**config.mk**
```make
export PLATFORM = sky130hd
export DESIGN_NAME = aespim_cmd_sequencer
export DESIGN_NICKNAME = d
export VERILOG_FILES = /design/src/rtl/aespim_cmd_sequencer.sv
export SDC_FILE = /design/constraint.sdc
export NUM_CORES = 1
export LEC_CHECK = 0
export ABC_AREA = 1
export CAP_MARGIN = 10
export CELL_PAD_IN_SITES_DETAIL_PLACEMENT = 2
export CELL_PAD_IN_SITES_GLOBAL_PLACEMENT = 2
export CORE_UTILIZATION = 29
export DETAILED_ROUTE_END_ITERATION = 10
export GPL_TIMING_DRIVEN = 0
export PLACE_DENSITY_LB_ADDON = 0.1
export SLEW_MARGIN = 20
export SYNTH_ARGS = -nofsm -noshare
export SYNTH_HDL_FRONTEND = slang
export SYNTH_SLANG_ARGS = --single-unit
```
**constraint.sdc**
```tcl
create_clock -name clk_i -period 2.6 [get_ports clk_i]
set_input_delay 0.52 -clock clk_i [delete_from_list [all_inputs] [get_ports clk_i]]
set_output_delay 0.52 -clock clk_i [all_outputs]
set_load 0.05 [all_outputs]
```
**src/rtl/aespim_cmd_sequencer.sv**
```systemverilog
// Command sequencer in front of aespim_accelerator: expands a core command into
// load / key-expansion beats, waits for done with a timeout, returns the result.
module aespim_cmd_sequencer #(
    parameter int unsigned NUM_KEX = 4,
    parameter int unsigned TIMEOUT = 64
) (
    input  logic         clk_i,
    input  logic         rst_i,
    input  logic         req_valid_i,
    output logic         req_ready_o,
    input  logic [1:0]   req_op_i,
    input  logic [127:0] req_data_i,
    output logic         resp_valid_o,
    input  logic         resp_ready_i,
    output logic [31:0]  resp_data_o,
    output logic         resp_err_o,
    output logic         acc_start_o,
    output logic [2:0]   acc_op_o,
    output logic [31:0]  acc_data_o,
    input  logic [31:0]  acc_data_i,
    input  logic         acc_done_i
);
    localparam int unsigned BLK_W  = 128;
    localparam int unsigned WORD_W = 32;
    localparam int unsigned KEX_W  = 4;
    localparam int unsigned TO_W   = 10;

    localparam logic [1:0] CMD_LOAD   = 2'b00;
    localparam logic [1:0] CMD_EXPAND = 2'b01;
    localparam logic [1:0] CMD_RUN    = 2'b10;

    localparam logic [2:0] OP_LD   = 3'b000;
    localparam logic [2:0] OP_KEXR = 3'b010;
    localparam logic [2:0] OP_KEX  = 3'b011;

    typedef enum logic [2:0] {
        ST_IDLE, ST_LOAD, ST_GAP, ST_KEXR, ST_KEX, ST_WAIT, ST_RESP
    } state_t;

    state_t              state_q, state_d;
    logic [1:0]          beat_q, beat_d;
    logic [KEX_W-1:0]    kex_q, kex_d;
    logic [TO_W-1:0]     to_q, to_d;
    logic [1:0]          cmd_q, cmd_d;
    logic [BLK_W-1:0]    blk_q, blk_d;
    logic [WORD_W-1:0]   resp_data_d, acc_data_d;
    logic                resp_err_d, resp_valid_d, req_ready_d, acc_start_d;
    logic [2:0]          acc_op_d;

    // State, counters, latched command and registered outputs
    always_ff @(posedge clk_i) begin
        if (rst_i) begin
            state_q      <= ST_IDLE;
            beat_q       <= '0;
            kex_q        <= '0;
            to_q         <= '0;
            cmd_q        <= '0;
            blk_q        <= '0;
            req_ready_o  <= 1'b0;
            resp_valid_o <= 1'b0;
            resp_data_o  <= '0;
            resp_err_o   <= 1'b0;
            acc_start_o  <= 1'b0;
            acc_op_o     <= OP_LD;
            acc_data_o   <= '0;
        end else begin
            state_q      <= state_d;
            beat_q       <= beat_d;
            kex_q        <= kex_d;
            to_q         <= to_d;
            cmd_q        <= cmd_d;
            blk_q        <= blk_d;
            req_ready_o  <= req_ready_d;
            resp_valid_o <= resp_valid_d;
            resp_data_o  <= resp_data_d;
            resp_err_o   <= resp_err_d;
            acc_start_o  <= acc_start_d;
            acc_op_o     <= acc_op_d;
            acc_data_o   <= acc_data_d;
        end
    end

    // Next state; outputs are decoded from the next state so they register in step
    always_comb begin
        state_d     = state_q;
        beat_d      = beat_q;
        kex_d       = kex_q;
        to_d        = to_q;
        cmd_d       = cmd_q;
        blk_d       = blk_q;
        resp_data_d = resp_data_o;
        resp_err_d  = resp_err_o;

        case (state_q)
            ST_IDLE: begin
                if (req_valid_i && req_ready_o) begin
                    cmd_d  = req_op_i;
                    blk_d  = req_data_i;
                    beat_d = '0;
                    kex_d  = '0;
                    to_d   = '0;
                    case (req_op_i)
                        CMD_LOAD, CMD_RUN: state_d = ST_LOAD;
                        CMD_EXPAND:        state_d = ST_KEXR;
                        default: begin
                            state_d     = ST_RESP;
                            resp_data_d = '0;
                            resp_err_d  = 1'b1;
                        end
                    endcase
                end
            end
            ST_LOAD: begin
                beat_d = beat_q + 2'd1;
                if (beat_q == 2'd3) begin
                    if (cmd_q == CMD_LOAD) begin
                        state_d     = ST_RESP;
                        resp_data_d = '0;
                        resp_err_d  = 1'b0;
                    end else begin
                        state_d = ST_GAP;
                    end
                end
            end
            ST_GAP:  state_d = ST_KEXR;
            ST_KEXR: begin
                state_d = ST_KEX;
                kex_d   = '0;
            end
            ST_KEX: begin
                if (kex_q == KEX_W'(NUM_KEX - 1)) begin
                    state_d = ST_WAIT;
                    to_d    = '0;
                end else begin
                    kex_d = kex_q + KEX_W'(1);
                end
            end
            ST_WAIT: begin
                // done in the final timeout cycle still counts as success
                if (acc_done_i) begin
                    state_d     = ST_RESP;
                    resp_data_d = acc_data_i;
                    resp_err_d  = 1'b0;
                end else if (to_q == TO_W'(TIMEOUT - 1)) begin
                    state_d     = ST_RESP;
                    resp_data_d = '0;
                    resp_err_d  = 1'b1;
                end else begin
                    to_d = to_q + TO_W'(1);
                end
            end
            ST_RESP: begin
                if (resp_ready_i) state_d = ST_IDLE;
            end
            default: state_d = ST_IDLE;
        endcase

        acc_start_d  = 1'b0;
        acc_op_d     = OP_LD;
        acc_data_d   = '0;
        req_ready_d  = (state_d == ST_IDLE);
        resp_valid_d = (state_d == ST_RESP);

        // Load order is word3 first, then word0..word2
        case (state_d)
            ST_LOAD: begin
                acc_start_d = 1'b1;
                case (beat_d)
                    2'd0:    acc_data_d = blk_d[127:96];
                    2'd1:    acc_data_d = blk_d[31:0];
                    2'd2:    acc_data_d = blk_d[63:32];
                    default: acc_data_d = blk_d[95:64];
                endcase
            end
            ST_KEXR: begin
                acc_start_d = 1'b1;
                acc_op_d    = OP_KEXR;
            end
            ST_KEX: begin
                acc_start_d = 1'b1;
                acc_op_d    = OP_KEX;
            end
            default: ;
        endcase
    end
endmodule

```
Yosys cells after proc, flatten, opt, wreduce, memory -nomap -nowiden
Index checks and enable logic that the tools add are counted.
{"block": "classes", "n_eq_ne": 26, "bitwise_logic": 1, "n_reduce_logical": 17, "n_addsub": 3, "n_mux": 38}
{"cell": "128-bit two-way mux", "n": 2}
{"cell": "32-bit two-way mux", "n": 6}
{"cell": "32-bit case mux with 3 select lines", "n": 2}
{"cell": "10-bit two-way mux", "n": 4}
{"cell": "10-bit case mux with 3 select lines", "n": 1}
{"cell": "3-bit two-way mux", "n": 7}
{"cell": "3-bit case mux with 7 select lines", "n": 1}
{"cell": "2-bit inequality test (second input constant)", "n": 8}
{"cell": "3-bit == test (second input constant)", "n": 5}
{"cell": "4-bit case mux with 3 select lines", "n": 1}
{"cell": "10-bit by 1-bit adder with 10-bit output (second input constant)", "n": 1}
{"cell": "10-bit by 6-bit == test with 1-bit output (second input constant)", "n": 1}
{"cell": "3-bit by 2-bit == test with 1-bit output (second input constant)", "n": 3}
{"cell": "3-bit nonzero test", "n": 3}
{"cell": "4-bit two-way mux", "n": 2}
{"cell": "2-bit case mux with 2 select lines", "n": 2}
{"cell": "1-bit two-way mux", "n": 7}
{"cell": "2-bit == test (second input constant)", "n": 3}
{"cell": "3-bit by 1-bit == test with 1-bit output (second input constant)", "n": 2}
{"cell": "2-bit logical NOT", "n": 3}
{"cell": "3-bit logical NOT", "n": 2}
{"cell": "3-bit case mux with 2 select lines", "n": 1}
{"cell": "6-bit AND reduction", "n": 1}
{"cell": "3-bit OR reduction", "n": 2}
{"cell": "13 further kinds", "n": 15}
{"block": "word_totals", "word_cells": 98, "in_bits": 167, "output_inout_bits": 71, "ff_bits": 220}

Longest topological paths before layout
{"block": "depth", "word_depth": 8, "mapped_depth": 13, "mapped_depth_nobuf": 11}

Worst setup path before layout
No wires, ideal clock.
{"block": "synth_path", "path_kind": "register to register", "start": "register req_ready_o", "end": "register kex_q[2]", "synth_period_minus_slack_ns": 1.927, "required_time_ns": 2.470, "setup_time_ns": 0.130, "path_buffers": 2, "setup_slack_ns": 0.673, "t_arrival_ns": 1.797, "path_stages_with_launch": 8, "path_cell_list": "dfxtp_1 -> nand2_1 -> buf_2 -> buf_2 -> nand2_1 -> nand3_2 -> o21ai_0 -> nor3_1"}
{"block": "synth_between", "elab_chain_cells": 3}
{"item": "start: declaration", "line_no": "10", "rtl": "output logic req_ready_o,"}
{"item": "start signal: assignment", "line_no": "73", "rtl": "req_ready_o <= req_ready_d;"}
{"item": "1-bit logical AND", "line_no": "96", "rtl": "if (req_valid_i && req_ready_o) begin"}
{"item": "2-bit inequality test (no line)"}
{"item": "3-bit AND reduction (no line)"}
{"item": "end signal: assignment", "line_no": "69", "rtl": "kex_q <= kex_d;"}
{"item": "end: declaration", "line_no": "42", "rtl": "logic [KEX_W-1:0] kex_q, kex_d;"}
No other way between the ends.
A chain may end at the register's enable or synchronous reset.

Worst setup path after layout
{"block": "layout_path", "start": "input req_valid_i", "end": "register acc_data_o[28]"}
{"block": "layout_between", "elab_chain_cells": 6, "elab_cells_between_ends": 14, "classes_between": "3 x eq/ne; 7 x mux; 1 x bitwise; 3 x reduce/logical"}
{"item": "start: declaration", "line_no": "9", "rtl": "input logic req_valid_i,"}
{"item": "1-bit logical AND *", "line_no": "96"}
{"item": "3-bit two-way mux", "line_no": "96"}
{"item": "3-bit case mux with 7 select lines", "line_no": "94", "rtl": "case (state_q)"}
{"item": "3-bit by 1-bit == test with 1-bit output", "line_no": "165", "rtl": "case (state_d)"}
{"item": "1-bit inverter (no line)"}
{"item": "2-bit OR reduction (no line)"}
{"item": "end signal: assignment", "line_no": "79", "rtl": "acc_data_o <= acc_data_d;"}
{"item": "end: declaration", "line_no": "19", "rtl": "output logic [31:0] acc_data_o,"}
Mark *: on every way between the ends. The rest lies on a longest branch, timed or not.

==> metrics.csv <==
stage;metric;value;unit
worst_setup_path;critical path's slowest cell;clkdlybuf4s50_1;
sta;Max Freq;0.4144;GHz
worst_setup_path;crit path from;req_valid_i;
logic_synthesis;Syn Area/Cell;6.461;sq um
floorplan;die width;192.4;microns
placed_design;Post-Place Cells;2323;
worst_setup_path;CP endpoint kind;flip-flop;
cts;CTS tree;yes;
worst_setup_path;CP Cell Sequence;clkdlybuf4s50_1 -> nand2_1 -> nor2_2 -> inv_1 -> clkbuf_1 -> o21ai_0 -> nand2_1 -> nand2_1 -> nor2_1;
floorplan;Row Count;69;
run;Max-cap violations;0;
worst_setup_path;CP required;3.03;ns
power_and_ir_drop;Power Dens Cells;930.7;mW/mm^2
power_and_ir_drop;worst vdd ir;0.0005725;V
routing;drt initial violations;415;
logic_synthesis;combinational family with the most area after synthesis;simple AND/OR/NAND/NOR gates;
global_routing;initial antenna violation count;1;
floorplan;Core Region;0.03566;sq mm
cts;hold buffers post-CTS;0;
sta;Final Setup Violations;0;
worst_setup_path;Worst Setup Path Type;input pin to flip-flop;
global_routing;largest net degree at the start of global routing;14;
layout;nets@finish;2062;
hold_path;Hold Path Class;input pin to flip-flop;
cts;H-tree level count;1;
worst_setup_path;Max FO, Critical Path;10;
layout;Fillers;4284;
logic_synthesis;mux contribution to synthesized area;0;%
placed_design;HPWL Detailed;34960;microns
power_and_ir_drop;PnR Total Power;13.30;mW
layout;area growth from synthesis to layout;35.93;%
routing;DRC viols;27;
floorplan;I/O pins;238;
cts;buffer count from post-CTS setup fixing;0;
hold_path;hold depth;2;
sta;Final Max Slew Viols;0;
logic_synthesis;synthesized area;0.01051;sq mm
worst_setup_path;Max stage delay on crit path;0.51;ns
logic_synthesis;syn_nets;1797;
layout;antenna fix cells;0;
power_and_ir_drop;Leakage;6.243;nW
floorplan;die area;0.03702;sq mm
hold_path;WHS Endpoint;state_q[2];
sta;minimum clock period;2.413;ns
worst_setup_path;R2R depth;9;
run_status;failing checks;design-rule violations;
placed_design;PortBufs;235;
routing;routed len/inst;19.31;microns
worst_setup_path;Reg2Reg Setup Slack;0.22;ns
cts;CTS Root Cell;clkbuf_16;
global_routing;first-pass GRT wire length;69580;microns
sta;worst relative slew slack;45.31;%
logic_synthesis;#FFs+latches synth;219;
worst_setup_path;arrival time worst endpoint;2.85;ns
logic_synthesis;fraction of synthesized cell area in xor and xnor cells;0.3333;%
worst_setup_path;Crit path top cell by count;nand2_1;
cts;cts repair resizes;0;
routing;drt first pass iters;8;
floorplan;starting density of the core;29.48;%
cts;clock sinks;219;
layout;layout cells sized above 1;7.648;%
logic_synthesis;Synth Area in Simple Gates;40.81;%
sta;final hold vios;0;
sta;RSZ-0062 raised after global routing;false;
global_routing;Tot GR Track Use;24.56;%
worst_setup_path;worst reg2reg startpoint;state_q[2];
sta;worst slew pin tran;0.8204;ns
cts;clock buffer depth;3;
logic_synthesis;Syn. warnings;0;
cts;CTS Buf Count;28;
global_routing;vias in the first global route;12710;
layout;fin cells;2370;
logic_synthesis;compound-cell area share of the yosys netlist;10.19;%
logic_synthesis;Post-Synth Adder-Cell Area;0.3571;%
run_status;status;finished, violations left;
routing;vias per cell;4.936;
logic_synthesis;register area share after synthesis;41.70;%
logic_synthesis;cells after synthesis;1627;
routing;Routed Wire Length;45770;microns
placed_design;GPL Wtd Cong;0.8333;
routing;vias;11700;
sta;fin crit share;92.81;%
hold_path;Hold Startpoint;rst_i;
logic_synthesis;post-synthesis cell type count;27;
worst_setup_path;RR Endpoint;acc_data_o[28];
sta;clk_skew;0.008374;ns
sta;worst hold slack;0.3748;ns
floorplan;Die Span Y;192.4;microns
worst_setup_path;crit start category;input pin;
routing;DRT antenna net count;0;
cts;clk_lat worst skew;0.55;ns
global_routing;GRT Residual Overflow;0;
cts;Clk pin slew, worst setup/hold paths;0.06;ns
## kinds of logic (layout without fill, tap and decap cells)
kind of cell | Yosys count | count (layout)
XOR/XNOR | 4 | 4
adder cells (fa/ha/maj) | 3 | 3
AO/OA/AOI/OAI | 214 | 214
flip-flops | 219 | 219
other | 1 | 1
AND/OR/NAND/NOR | 1037 | 1037
buffers and inverters | 149 | 431
## cells in the final DEF (no fill, tap or decap), types with 34 or more instances in the layout
cell type	instances
clkdlybuf4s50_1	235
o21ai_0	72
clkbuf_1	57
inv_1	34
nand2_1	706
dfxtp_1	219
buf_2	36
a21oi_1	141
nor2_1	99
nand3_1	172
## layout make-up
cell class | count | area [sq um] | share of cell area (%)
clock buffers | 43 | 828.3 | 5.796
repair buffers | 235 | 2352 | 16.46
multi-input cells | 1259 | 5438 | 38.05
well taps | 461 | 576.8 | 4.036
inverters | 41 | 153.9 | 1.077
clock inverters | 4 | 20.02 | 0.1401
plain buffers | 108 | 536.8 | 3.756
flip-flops and latches | 219 | 4384 | 30.68
## routing by layer
metal / GRT usage (%) / wire [microns]
met5: 0 / 17
met3: 4.019 / 1863
met2: 45.21 / 22810
met1: 28.40 / 19420
met4: 8.631 / 1663
## metrics by stage
stage          utilization [%]  cell area, sq um  setup slack (ns)  setup TNS, ns
6_report                 40.08             14290            0.1870              0
5_1_grt                  40.08             14290           0.06387              0
4_1_cts                  40.08             14290          0.007756              0
3_5_place_dp             37.70             13440           -0.5084         -15.23
3_3_place_gp             37.70             13440           -0.5334         -13.23
2_1_floorplan                -             10510            0.6727              0
## worst max path at each step
stage	end	slack, ns	cells past startpoint
floorplan	kex_q[2]	0.67	7
global placement	acc_data_o[31]	-0.53	9
detailed placement	acc_data_o[31]	-0.51	9
CTS	acc_data_o[31]	0.008	9
global route	acc_data_o[31]	0.06	9
finish	acc_data_o[28]	0.19	9
## registers in the layout, indices dropped and copies added, names as in the netlist
register	count
to_q	10
kex_q	4
acc_start_o	1
acc_data_o	32
beat_q	2
resp_valid_o	1
resp_data_o	32
state_q	3
req_ready_o	1
acc_op_o	2
resp_err_o	1
cmd_q	2
blk_q	128
## critical path: cells and delay by family
kind / cells / cell delay (ns)
AOI/OAI and AO/OA: 1 / 0.41
buffers and inverters: 3 / 1.11
and+or+nand+nor: 5 / 0.79
## synth_stat cells
library cell / n / area share (%)
nand4_1: 5 / 0.30
xnor2_1: 1 / 0.083
clkbuf_1: 48 / 1.7
nor3b_1: 2 / 0.14
nand3_1: 172 / 8.2
xor2_1: 3 / 0.25
nor2_4: 1 / 0.11
buf_4: 13 / 0.93
dfxtp_1: 219 / 42
ha_1: 3 / 0.36
nor3_4: 1 / 0.15
buf_1: 6 / 0.21
or2_2: 33 / 2.0
o21ai_0: 73 / 3.5
nand2_1: 706 / 25
a21oi_1: 141 / 6.7
nand3_4: 1 / 0.17
nor3_1: 6 / 0.29
nor2_2: 4 / 0.24
nor2_1: 99 / 3.5
nand3_2: 3 / 0.29
buf_2: 36 / 1.7
nand2_2: 4 / 0.24
inv_2: 7 / 0.25
inv_1: 34 / 1.2
conb_1: 1 / 0.036
buf_6: 5 / 0.54
## where the power goes
group,switching (mW),internal [mW],total (mW),leakage [nW]
logic,3.87,1.70,5.56,4.05
registers,0.227,3.85,4.08,1.78
clock network,1.50,2.16,3.66,0.420
total,5.59,7.71,13.3,6.24
Note: power is estimated with default switching activity, not from simulation.
